$ cat src/rtl/rc4_key_search_ctrl.sv
// RC4 brute-force key search sequencer: runs init, shuffle and decrypt for each
// candidate key and gives the single-port S-memory to whichever phase is active.
module rc4_key_search_ctrl #(
  parameter int unsigned          KEY_WIDTH = 24,
  parameter logic [KEY_WIDTH-1:0] KEY_START = 24'h000000,
  parameter logic [KEY_WIDTH-1:0] KEY_END   = 24'h3FFFFF,
  parameter int unsigned          AW        = 8,
  parameter int unsigned          DW        = 8
) (
  input  logic                 clk,
  input  logic                 reset,
  input  logic                 go,
  input  logic                 abort,
  output logic                 init_start,
  input  logic                 init_complete,
  output logic                 shuf_start,
  input  logic                 shuf_complete,
  output logic                 dec_start,
  input  logic                 dec_complete,
  input  logic                 dec_valid,
  output logic                 sub_stop,
  input  logic [AW-1:0]        init_addr,
  input  logic [DW-1:0]        init_data,
  input  logic                 init_wren,
  input  logic [AW-1:0]        shuf_addr,
  input  logic [DW-1:0]        shuf_data,
  input  logic                 shuf_wren,
  input  logic [AW-1:0]        dec_addr,
  input  logic [DW-1:0]        dec_data,
  input  logic                 dec_wren,
  output logic [AW-1:0]        mem_addr,
  output logic [DW-1:0]        mem_data,
  output logic                 mem_wren,
  output logic [KEY_WIDTH-1:0] secret_key,
  output logic [KEY_WIDTH-1:0] attempt_count,
  output logic                 busy,
  output logic                 key_found,
  output logic                 key_exhausted
);

  localparam logic [2:0] StIdle      = 3'd0;
  localparam logic [2:0] StInit      = 3'd1;
  localparam logic [2:0] StShuffle   = 3'd2;
  localparam logic [2:0] StDecrypt   = 3'd3;
  localparam logic [2:0] StCheck     = 3'd4;
  localparam logic [2:0] StNextKey   = 3'd5;
  localparam logic [2:0] StFound     = 3'd6;
  localparam logic [2:0] StExhausted = 3'd7;

  logic [2:0]           state_q, state_d;
  logic [KEY_WIDTH-1:0] key_q, key_d;
  logic [KEY_WIDTH-1:0] count_q, count_d;
  logic                 valid_q, valid_d;
  logic                 found_q, found_d;
  logic                 exhausted_q, exhausted_d;
  logic                 init_start_q, init_start_d;
  logic                 shuf_start_q, shuf_start_d;
  logic                 dec_start_q, dec_start_d;
  logic                 sub_stop_q, sub_stop_d;
  logic                 busy_q, busy_d;
  logic                 busy_now;

  assign busy_now = (state_q == StInit) || (state_q == StShuffle) || (state_q == StDecrypt) ||
                    (state_q == StCheck) || (state_q == StNextKey);

  always_comb begin
    state_d     = state_q;
    key_d       = key_q;
    count_d     = count_q;
    valid_d     = valid_q;
    found_d     = found_q;
    exhausted_d = exhausted_q;
    sub_stop_d  = 1'b0;

    if (abort) begin
      // Abort beats go; sub-FSMs only need a stop when one was actually running.
      state_d    = StIdle;
      sub_stop_d = busy_now;
    end else begin
      case (state_q)
        StIdle, StFound, StExhausted: begin
          if (go) begin
            state_d     = StInit;
            key_d       = KEY_START;
            count_d     = '0;
            found_d     = 1'b0;
            exhausted_d = 1'b0;
          end
        end
        // A start pulse marks the first cycle of a phase, where a stale done level is ignored.
        StInit: begin
          if (!init_start_q && init_complete) state_d = StShuffle;
        end
        StShuffle: begin
          if (!shuf_start_q && shuf_complete) state_d = StDecrypt;
        end
        StDecrypt: begin
          if (!dec_start_q && dec_complete) begin
            state_d = StCheck;
            valid_d = dec_valid;
          end
        end
        StCheck: begin
          count_d = count_q + 1'b1;
          if (valid_q) begin
            state_d = StFound;
            found_d = 1'b1;
          end else begin
            state_d    = StNextKey;
            sub_stop_d = 1'b1;
          end
        end
        StNextKey: begin
          if (key_q == KEY_END) begin
            state_d     = StExhausted;
            exhausted_d = 1'b1;
          end else begin
            state_d = StInit;
            key_d   = key_q + 1'b1;
          end
        end
        default: state_d = StIdle;
      endcase
    end

    init_start_d = (state_d == StInit) && (state_q != StInit);
    shuf_start_d = (state_d == StShuffle) && (state_q != StShuffle);
    dec_start_d  = (state_d == StDecrypt) && (state_q != StDecrypt);
    busy_d       = (state_d == StInit) || (state_d == StShuffle) || (state_d == StDecrypt) ||
                   (state_d == StCheck) || (state_d == StNextKey);
  end

  always_ff @(posedge clk) begin
    if (reset) begin
      state_q      <= StIdle;
      key_q        <= KEY_START;
      count_q      <= '0;
      valid_q      <= 1'b0;
      found_q      <= 1'b0;
      exhausted_q  <= 1'b0;
      init_start_q <= 1'b0;
      shuf_start_q <= 1'b0;
      dec_start_q  <= 1'b0;
      sub_stop_q   <= 1'b0;
      busy_q       <= 1'b0;
    end else begin
      state_q      <= state_d;
      key_q        <= key_d;
      count_q      <= count_d;
      valid_q      <= valid_d;
      found_q      <= found_d;
      exhausted_q  <= exhausted_d;
      init_start_q <= init_start_d;
      shuf_start_q <= shuf_start_d;
      dec_start_q  <= dec_start_d;
      sub_stop_q   <= sub_stop_d;
      busy_q       <= busy_d;
    end
  end

  // Memory ownership follows the registered state only, so non-owners never reach the RAM.
  always_comb begin
    mem_addr = '0;
    mem_data = '0;
    mem_wren = 1'b0;
    case (state_q)
      StInit: begin
        mem_addr = init_addr;
        mem_data = init_data;
        mem_wren = init_wren;
      end
      StShuffle: begin
        mem_addr = shuf_addr;
        mem_data = shuf_data;
        mem_wren = shuf_wren;
      end
      StDecrypt: begin
        mem_addr = dec_addr;
        mem_data = dec_data;
        mem_wren = dec_wren;
      end
      default: ;
    endcase
  end

  assign init_start    = init_start_q;
  assign shuf_start    = shuf_start_q;
  assign dec_start     = dec_start_q;
  assign sub_stop      = sub_stop_q;
  assign secret_key    = key_q;
  assign attempt_count = count_q;
  assign busy          = busy_q;
  assign key_found     = found_q;
  assign key_exhausted = exhausted_q;

endmodule

$ cat config.mk
export PLATFORM = sky130hd
export DESIGN_NAME = rc4_key_search_ctrl
export DESIGN_NICKNAME = d
export VERILOG_FILES = /design/src/rtl/rc4_key_search_ctrl.sv
export SDC_FILE = /design/constraint.sdc
export NUM_CORES = 1
export LEC_CHECK = 0
export ABC_CLOCK_PERIOD_IN_PS = 2300
export CAP_MARGIN = 20
export CORE_AREA = 2 2 88 98
export CTS_CLUSTER_DIAMETER = 120
export CTS_CLUSTER_SIZE = 12
export DETAILED_ROUTE_END_ITERATION = 8
export DIE_AREA = 0 0 90 100
export HOLD_SLACK_MARGIN = 0.06
export MAX_ROUTING_LAYER = met4
export PLACE_DENSITY_LB_ADDON = 0.08
export REMOVE_ABC_BUFFERS = 1
export SYNTH_ARGS = -nofsm -noshare
export SYNTH_HDL_FRONTEND = slang
export SYNTH_SLANG_ARGS = --single-unit
export TNS_END_PERCENT = 5
$ cat constraint.sdc
create_clock -name clk -period 2.3 [get_ports clk]
set_input_delay 0.46 -clock clk [delete_from_list [all_inputs] [get_ports clk]]
set_output_delay 0.46 -clock clk [all_outputs]
set_load 0.005 [all_outputs]
# Yosys cells after proc, flatten, opt, wreduce, memory -nomap -nowiden
# Cells that the tools add are included.
# W data, S select, Z words.
[totals]
register_bits = 59
in_bits = 59
output_inout_bits = 72
wordCells = 83
[op_classes]
n_addsub = 2
n_eq_ne = 20
mux = 23
bitwise = 1
n_reduce_logical = 26
[op_table]
columns = ["op", "n"]
rows = [
  ["$pmux W24 S2", 2],
  ["$add A24 B1 Y24 const B", 2],
  ["$mux W24", 2],
  ["$pmux W8 S3", 2],
  ["$eq A24 B22 Y1 const B", 1],
  ["$eq A3 B3 Y1 const B", 6],
  ["$mux W3", 6],
  ["$pmux W3 S6", 1],
  ["$eq A3 B2 Y1 const B", 4],
  ["$reduce_and A4 Y1", 3],
  ["$logic_or A1 B1 Y1", 8],
  ["$eq A3 B1 Y1 const B", 2],
  ["$logic_and A1 B1 Y1", 6],
  ["$mux W1", 6],
  ["$ne A2 B2 Y1 const B", 3],
  ["$ne A3 B2 Y1 const B", 2],
  ["$reduce_and A3 Y1", 2],
  ["$pmux W1 S2", 2],
  ["$reduce_bool A2 Y1", 2],
  ["$logic_not A1 Y1", 3],
  ["$logic_not A3 Y1", 1],
  ["$ne A3 B1 Y1 const B", 1],
  ["$pmux W1 S3", 1],
  ["$reduce_or A3 Y1", 1],
  ["other kinds (3)", 3],
]

# Depth between registers and ports, before layout
[depth]
ltp_word = 10
ltp_mapped = 8
depth_no_buf = 6

# Least setup slack after synthesis
# No wires, ideal clock.
[synth_path]
path_kind = "reg-to-reg"
start = "register state_q[1]"
end = "register count_q[16] (netlist: attempt_count[16])"
setup_ps = 70
arrival_time_ps = 1996
required_ps = 2230
slack_ps = 234
path_stages_with_launch = 6
path_buffers = 1
synth_period_minus_slack_ps = 2066
cell_sequence = "dfxtp_1 > buf_6 > o31a_4 > or4b_4 > or4_1 > a21oi_1"
[synth_via]
elab_chain_cells = 4
elab_cells_between_ends = 9
cone_classes = "4 x eq/ne; 1 x mux; 4 x reduce/logical"
[synth_lines]
columns = ["element", "line_no", "source"]
rows = [
  ["from (decl)", "50", "logic [2:0] state_q, state_d;"],
  ["from (signal assigned)", "135", "state_q <= StIdle;"],
  ["from (signal assigned)", "147", "state_q <= state_d;"],
  ["$eq A3 B3 Y1 / $logic_not A3 Y1 (equally long branches)", "80", "case (state_q)"],
  ["$reduce_or A3 Y1", "80", ""],
  ["$ne A2 B2 Y1 (no source line) / $reduce_bool A2 Y1 (equally long branches)", "-", ""],
  ["$reduce_and A3 Y1 (no source line)", "-", ""],
  ["to (signal assigned)", "149", "count_q <= count_d;"],
  ["to (decl)", "52", "logic [KEY_WIDTH-1:0] count_q, count_d;"],
]
# Several ways; a longest one is shown, not always the timed one.
# A chain may end at the register's enable or synchronous reset.

# Final worst setup path
[layout_path]
start = "register state_q[0]"
end = "register key_q[15] (netlist: secret_key[15])"
[layout_via]
elab_chain_cells = 4
elab_cells_between_ends = 10
cone_classes = "5 x eq/ne; 1 x mux; 4 x reduce/logical"
[layout_lines]
columns = ["element", "line_no", "source"]
rows = [
  ["$eq A3 B3 Y1 / $logic_not A3 Y1 (equally long branches)", "80", ""],
  ["$reduce_or A3 Y1", "80", ""],
  ["$ne A2 B2 Y1 (no source line) / $reduce_bool A2 Y1 (equally long branches)", "-", ""],
  ["$reduce_and A4 Y1 (no source line)", "-", ""],
  ["to (signal assigned)", "148", "key_q <= key_d;"],
  ["to (decl)", "51", "logic [KEY_WIDTH-1:0] key_q, key_d;"],
]
# Several ways; a longest one is shown, not always the timed one.

==> results.md <==
- The run finished with clean final reports.
- The final hold violation count is 0.
- The most common flop cell mapped by yosys is sky130_fd_sc_hd__dfxtp_1.
- The arrival time of the worst setup path is 2.50 ns.
- The Yosys step of the flow raised 0 warnings.
- For this run the aggregate overflow at the end of global routing stands at 0.
- The post-cts hold buffer count is 0.
- The clock insertion delay at the later pin of the skew report is 0.35 ns.
- The TritonCTS clock tree is yes.
- Clock-pin slew was measured on the worst setup and hold paths at 0.07 ns.
- The highest ir drop seen on vdd is 277 uV.
- The deepest level of the CTS H-tree is 3.
- The final count of pins violating max slew is 0.
- Of all flip-flops after synthesis, the portion carrying an async set or reset was 0.
- The element type at the critical path start is a register.
- The kind of critical path is reg -> reg.
- The initial antenna violation count came to 1.
- The routed design has 10400 um of wire.
- CTS placed an instance of sky130_fd_sc_hd__clkbuf_8 at the clock tree root.
- The required time at the endpoint of the critical path is 2.58 ns.
- The post-route DRC violation count is 0.
- The routed wire length per instance is 14.7 um.
- After the last flow step, the layout net total stands at 650.
- The storage element area is 1190 um^2.
- The worst setup path startpoint is state_q[0].
- Measured in cells, the most critical reg-to-reg path has a length of 8.
- The routed via count is 3893.
- Relative to the synthesized area, the layout overhead comes to 56.9%.
- The global-route wire length before repair is 17600 um.
- The total CTS buffers is 9.
- The max-capacitance violation count is 0.
- The critical path endpoint is secret_key[15].
- The filler cell count in the final layout is 740.
- At the pin with the least slew margin, the transition time is 0.514 ns.
- The via-per-instance ratio is 5.51.
- Of the cells placed in the final design, the portion with a size suffix greater than 1 is 0.170.
- The cell depth of the worst min-delay path is 2.
- Of all cell types, the one taking the most synthesized area is sky130_fd_sc_hd__dfxtp_1.
- The power density over cell area is 440 nW/um^2.
- At the end of routability-driven placement, the weighted congestion stood at 0.875.
- The standard-cell row count is 35.
- The tree built by TritonCTS fans out to 59 sinks.
- Of the available clock period, the critical path in the final layout requires 0.965.
- Sorting the synthesized cells by area gives the leading types as sky130_fd_sc_hd__dfxtp_1 34%, sky130_fd_sc_hd__mux2_2 5.6%, sky130_fd_sc_hd__nor2_1 4.7%.
- The via count of the first global-routing pass came to 3826.
- For this design the top-level I/O count stands at 131.
- The pin count of the biggest net entering global routing is 19.
- The final-layout setup total negative slack is 0 ns.
- For this design the static power due to leakage is 0.00194 uW.
- The wire-length estimate of the detail-placed layout is 7740 um.
- The endpoint of the worst-slack reg-to-reg timing path is secret_key[15].
- In the global route stage, overall resource usage came out at 0.243.
- The critical-path maximum fanout is 8.
- The first routing iteration left 143 violations.
- The core box area is 8150 um^2.
- Counting flops and latches in the post-synthesis netlist gives 59.
- The initial utilization of the core area, before any placement, comes to 0.420.
- The mapped cell area is 3420 um^2.
- The multi-input combinational cells in the finished layout cover a total of 2130 um^2.
- The number of buffers inserted by port buffering is 130.
- The largest clock skew in the final design is 0.00691 ns.
- The number of flops mapped to enable cells by yosys is 0.
- The mean instance size in the synthesized netlist is 8.06 um^2.
- Hold is met by 0.479 ns.
- Of the synthesized area, sequential elements account for 0.345.
- The worst register-to-register path has a setup slack of 0.08 ns.
- The kind of end point of the critical path is a register.
- The top-area cell type share of the netlist area is 0.345.
- For the finished layout, the period the worst path requires is 2.22 ns.
- The first detailed-routing pass took 5 iterations.
- The die extent in x is 90 um.
- The final antenna-violating net count is 0.
- The maximum clock rate is 451 MHz.
- The path class of the lowest-slack min-delay path is reg -> reg.
- The die outline area is 9000 um^2.
- The startpoint identified for the worst register-to-register timing path is state_q[0].
- Setup repair after global routing could not meet its margin everywhere.
- The die is 100 um tall.
- After technology mapping, the gate count stands at 425.
- The count of cell types in the netlist is 54.
- Setup violations remaining at the end of the flow were counted as 0.
- Counting along the longest clock path gives a buffer depth of 2.
- The worst slew margin relative to its limit is 0.654.
-- layout make-up --
class,count,area share
Multi-Input combinational cell,329,0.396
Timing Repair Buffer,179,0.313
Sequential cell,59,0.221
Clock buffer,11,0.0263
Tap cell,111,0.0258
Clock inverter,5,0.00978
Inverter,11,0.00769
Antenna cell,1,0.000466
-- worst max-delay path: stages (launching register included) --
cell                      delay (ns)
sky130_fd_sc_hd__dfxtp_4        0.36
sky130_fd_sc_hd__buf_4          0.15
sky130_fd_sc_hd__and2b_2        0.23
sky130_fd_sc_hd__buf_4          0.17
sky130_fd_sc_hd__buf_4          0.14
sky130_fd_sc_hd__and3_4         0.19
sky130_fd_sc_hd__a31o_4         0.26
sky130_fd_sc_hd__or4_1          0.50
sky130_fd_sc_hd__a21oi_1        0.15
-- placed cells by master (no fill, tap or decap), types with 3 or more instances in the layout --
cell type	synthesis	final
sky130_fd_sc_hd__clkdlybuf4s50_1	0	112
sky130_fd_sc_hd__dfxtp_1	59	57
sky130_fd_sc_hd__buf_4	0	45
sky130_fd_sc_hd__nor2_1	43	42
sky130_fd_sc_hd__nand2_1	31	31
sky130_fd_sc_hd__a21oi_1	31	27
sky130_fd_sc_hd__o21ai_0	21	21
sky130_fd_sc_hd__nand4_1	20	20
sky130_fd_sc_hd__or3_1	19	19
sky130_fd_sc_hd__nand3_1	18	18
sky130_fd_sc_hd__mux2_2	17	17
sky130_fd_sc_hd__dlygate4sd2_1	0	17
sky130_fd_sc_hd__a22oi_1	17	16
sky130_fd_sc_hd__or4_1	15	14
sky130_fd_sc_hd__inv_1	11	11
sky130_fd_sc_hd__clkbuf_8	0	10
sky130_fd_sc_hd__xnor2_1	9	9
sky130_fd_sc_hd__o31ai_1	9	9
sky130_fd_sc_hd__and4_1	7	7
sky130_fd_sc_hd__o211ai_1	6	6
sky130_fd_sc_hd__nor4_1	5	5
sky130_fd_sc_hd__a211o_1	4	4
sky130_fd_sc_hd__xor2_1	4	4
sky130_fd_sc_hd__and3_1	5	4
sky130_fd_sc_hd__nor3_1	4	4
sky130_fd_sc_hd__a21oi_2	0	4
sky130_fd_sc_hd__a211oi_1	4	4
sky130_fd_sc_hd__nor2b_1	3	3
sky130_fd_sc_hd__a31oi_1	3	3
sky130_fd_sc_hd__a2111oi_0	3	3
sky130_fd_sc_hd__clkinv_2	0	3
-- metrics by stage --
step | util | total power, uW | setup WS (ns) | instances | area [um^2]
after floorplan | - | 1200 | -0.295 | 399 | 3310
after global placement | 0.626 | 1440 | -0.317 | 685 | 5100
after detailed placement | 0.626 | 1440 | -0.355 | 685 | 5100
after CTS | 0.656 | 2380 | 0.00351 | 705 | 5340
after global routing | 0.660 | 2470 | -0.0155 | 706 | 5370
final | 0.660 | 2370 | 0.0806 | 706 | 5370
-- flip-flops by register name (all words and copies together) (netlist names) --
signal         count
attempt_count     24
secret_key        24
state_q            3
busy               1
dec_start          1
init_start         1
key_exhausted      1
key_found          1
shuf_start         1
sub_stop           1
valid_q            1
-- repair_timing --
action                                 in CTS  in global routing
endpoints found under the hold margin       0                  0
pin swaps                                   1                  0
cloned                                      1                  0
setup endpoints to repair                  18                 29
resized for setup                          29                  9
setup buffers                               3                  0
-- synthesized netlist by cell type (3+ instances only) --
| cell type | n |
|---|---|
| sky130_fd_sc_hd__a21oi_1 | 31 |
| sky130_fd_sc_hd__a22oi_1 | 17 |
| sky130_fd_sc_hd__or4_1 | 15 |
| sky130_fd_sc_hd__nand4_1 | 20 |
| sky130_fd_sc_hd__clkbuf_1 | 14 |
| sky130_fd_sc_hd__inv_1 | 11 |
| sky130_fd_sc_hd__a31oi_1 | 3 |
| sky130_fd_sc_hd__mux2_2 | 17 |
| sky130_fd_sc_hd__o211ai_1 | 6 |
| sky130_fd_sc_hd__nor4_1 | 5 |
| sky130_fd_sc_hd__a211oi_1 | 4 |
| sky130_fd_sc_hd__nor2b_1 | 3 |
| sky130_fd_sc_hd__and4_1 | 7 |
| sky130_fd_sc_hd__or3_1 | 19 |
| sky130_fd_sc_hd__nor2_1 | 43 |
| sky130_fd_sc_hd__xnor2_1 | 9 |
| sky130_fd_sc_hd__buf_2 | 3 |
| sky130_fd_sc_hd__xor2_1 | 4 |
| sky130_fd_sc_hd__a2111oi_0 | 3 |
| sky130_fd_sc_hd__o21ai_0 | 21 |
| sky130_fd_sc_hd__dfxtp_1 | 59 |
| sky130_fd_sc_hd__and3_1 | 5 |
| sky130_fd_sc_hd__o31ai_1 | 9 |
| sky130_fd_sc_hd__buf_1 | 7 |
| sky130_fd_sc_hd__a211o_1 | 4 |
| sky130_fd_sc_hd__nand3_1 | 18 |
| sky130_fd_sc_hd__nor3_1 | 4 |
| sky130_fd_sc_hd__nand2_1 | 31 |
-- how the worst min path moves through the flow --
stage	startpoint	end	slack, ns
final	key_found	key_found	0.48
after global placement	key_found	key_found	0.45
after floorplan	key_found	key_found	0.46
after global routing	attempt_count[21]	attempt_count[21]	0.53
after CTS	key_found	key_found	0.48
after detailed placement	key_found	key_found	0.46
-- where the power goes --
part / leakage (uW) / switching [uW] / internal [uW]
logic: 0.00137 / 156 / 229
clock network: 0.0000991 / 418 / 524
registers: 0.000477 / 8.84 / 1030
-- layer usage --
metal | vias to the layer above | GRT usage | wire, um
met3 | 10 | 0.0488 | 624
met5 | - | - | 0
met2 | 123 | 0.430 | 5220
met4 | 0 | 0.0793 | 121
li1 | 1939 | - | -
met1 | 1821 | 0.277 | 4450
-- cell families after synthesis --
| group | after synthesis | synth area share |
|---|---|---|
| compound gates | 110 | 0.212 |
| xor+xnor | 13 | 0.0332 |
| fa+ha+maj | 2 | 0.00731 |
| buf+inv | 37 | 0.0460 |
| flops | 59 | 0.345 |
| mux | 18 | 0.0588 |
| simple gates | 186 | 0.298 |
(Power assumes the default switching activity.)
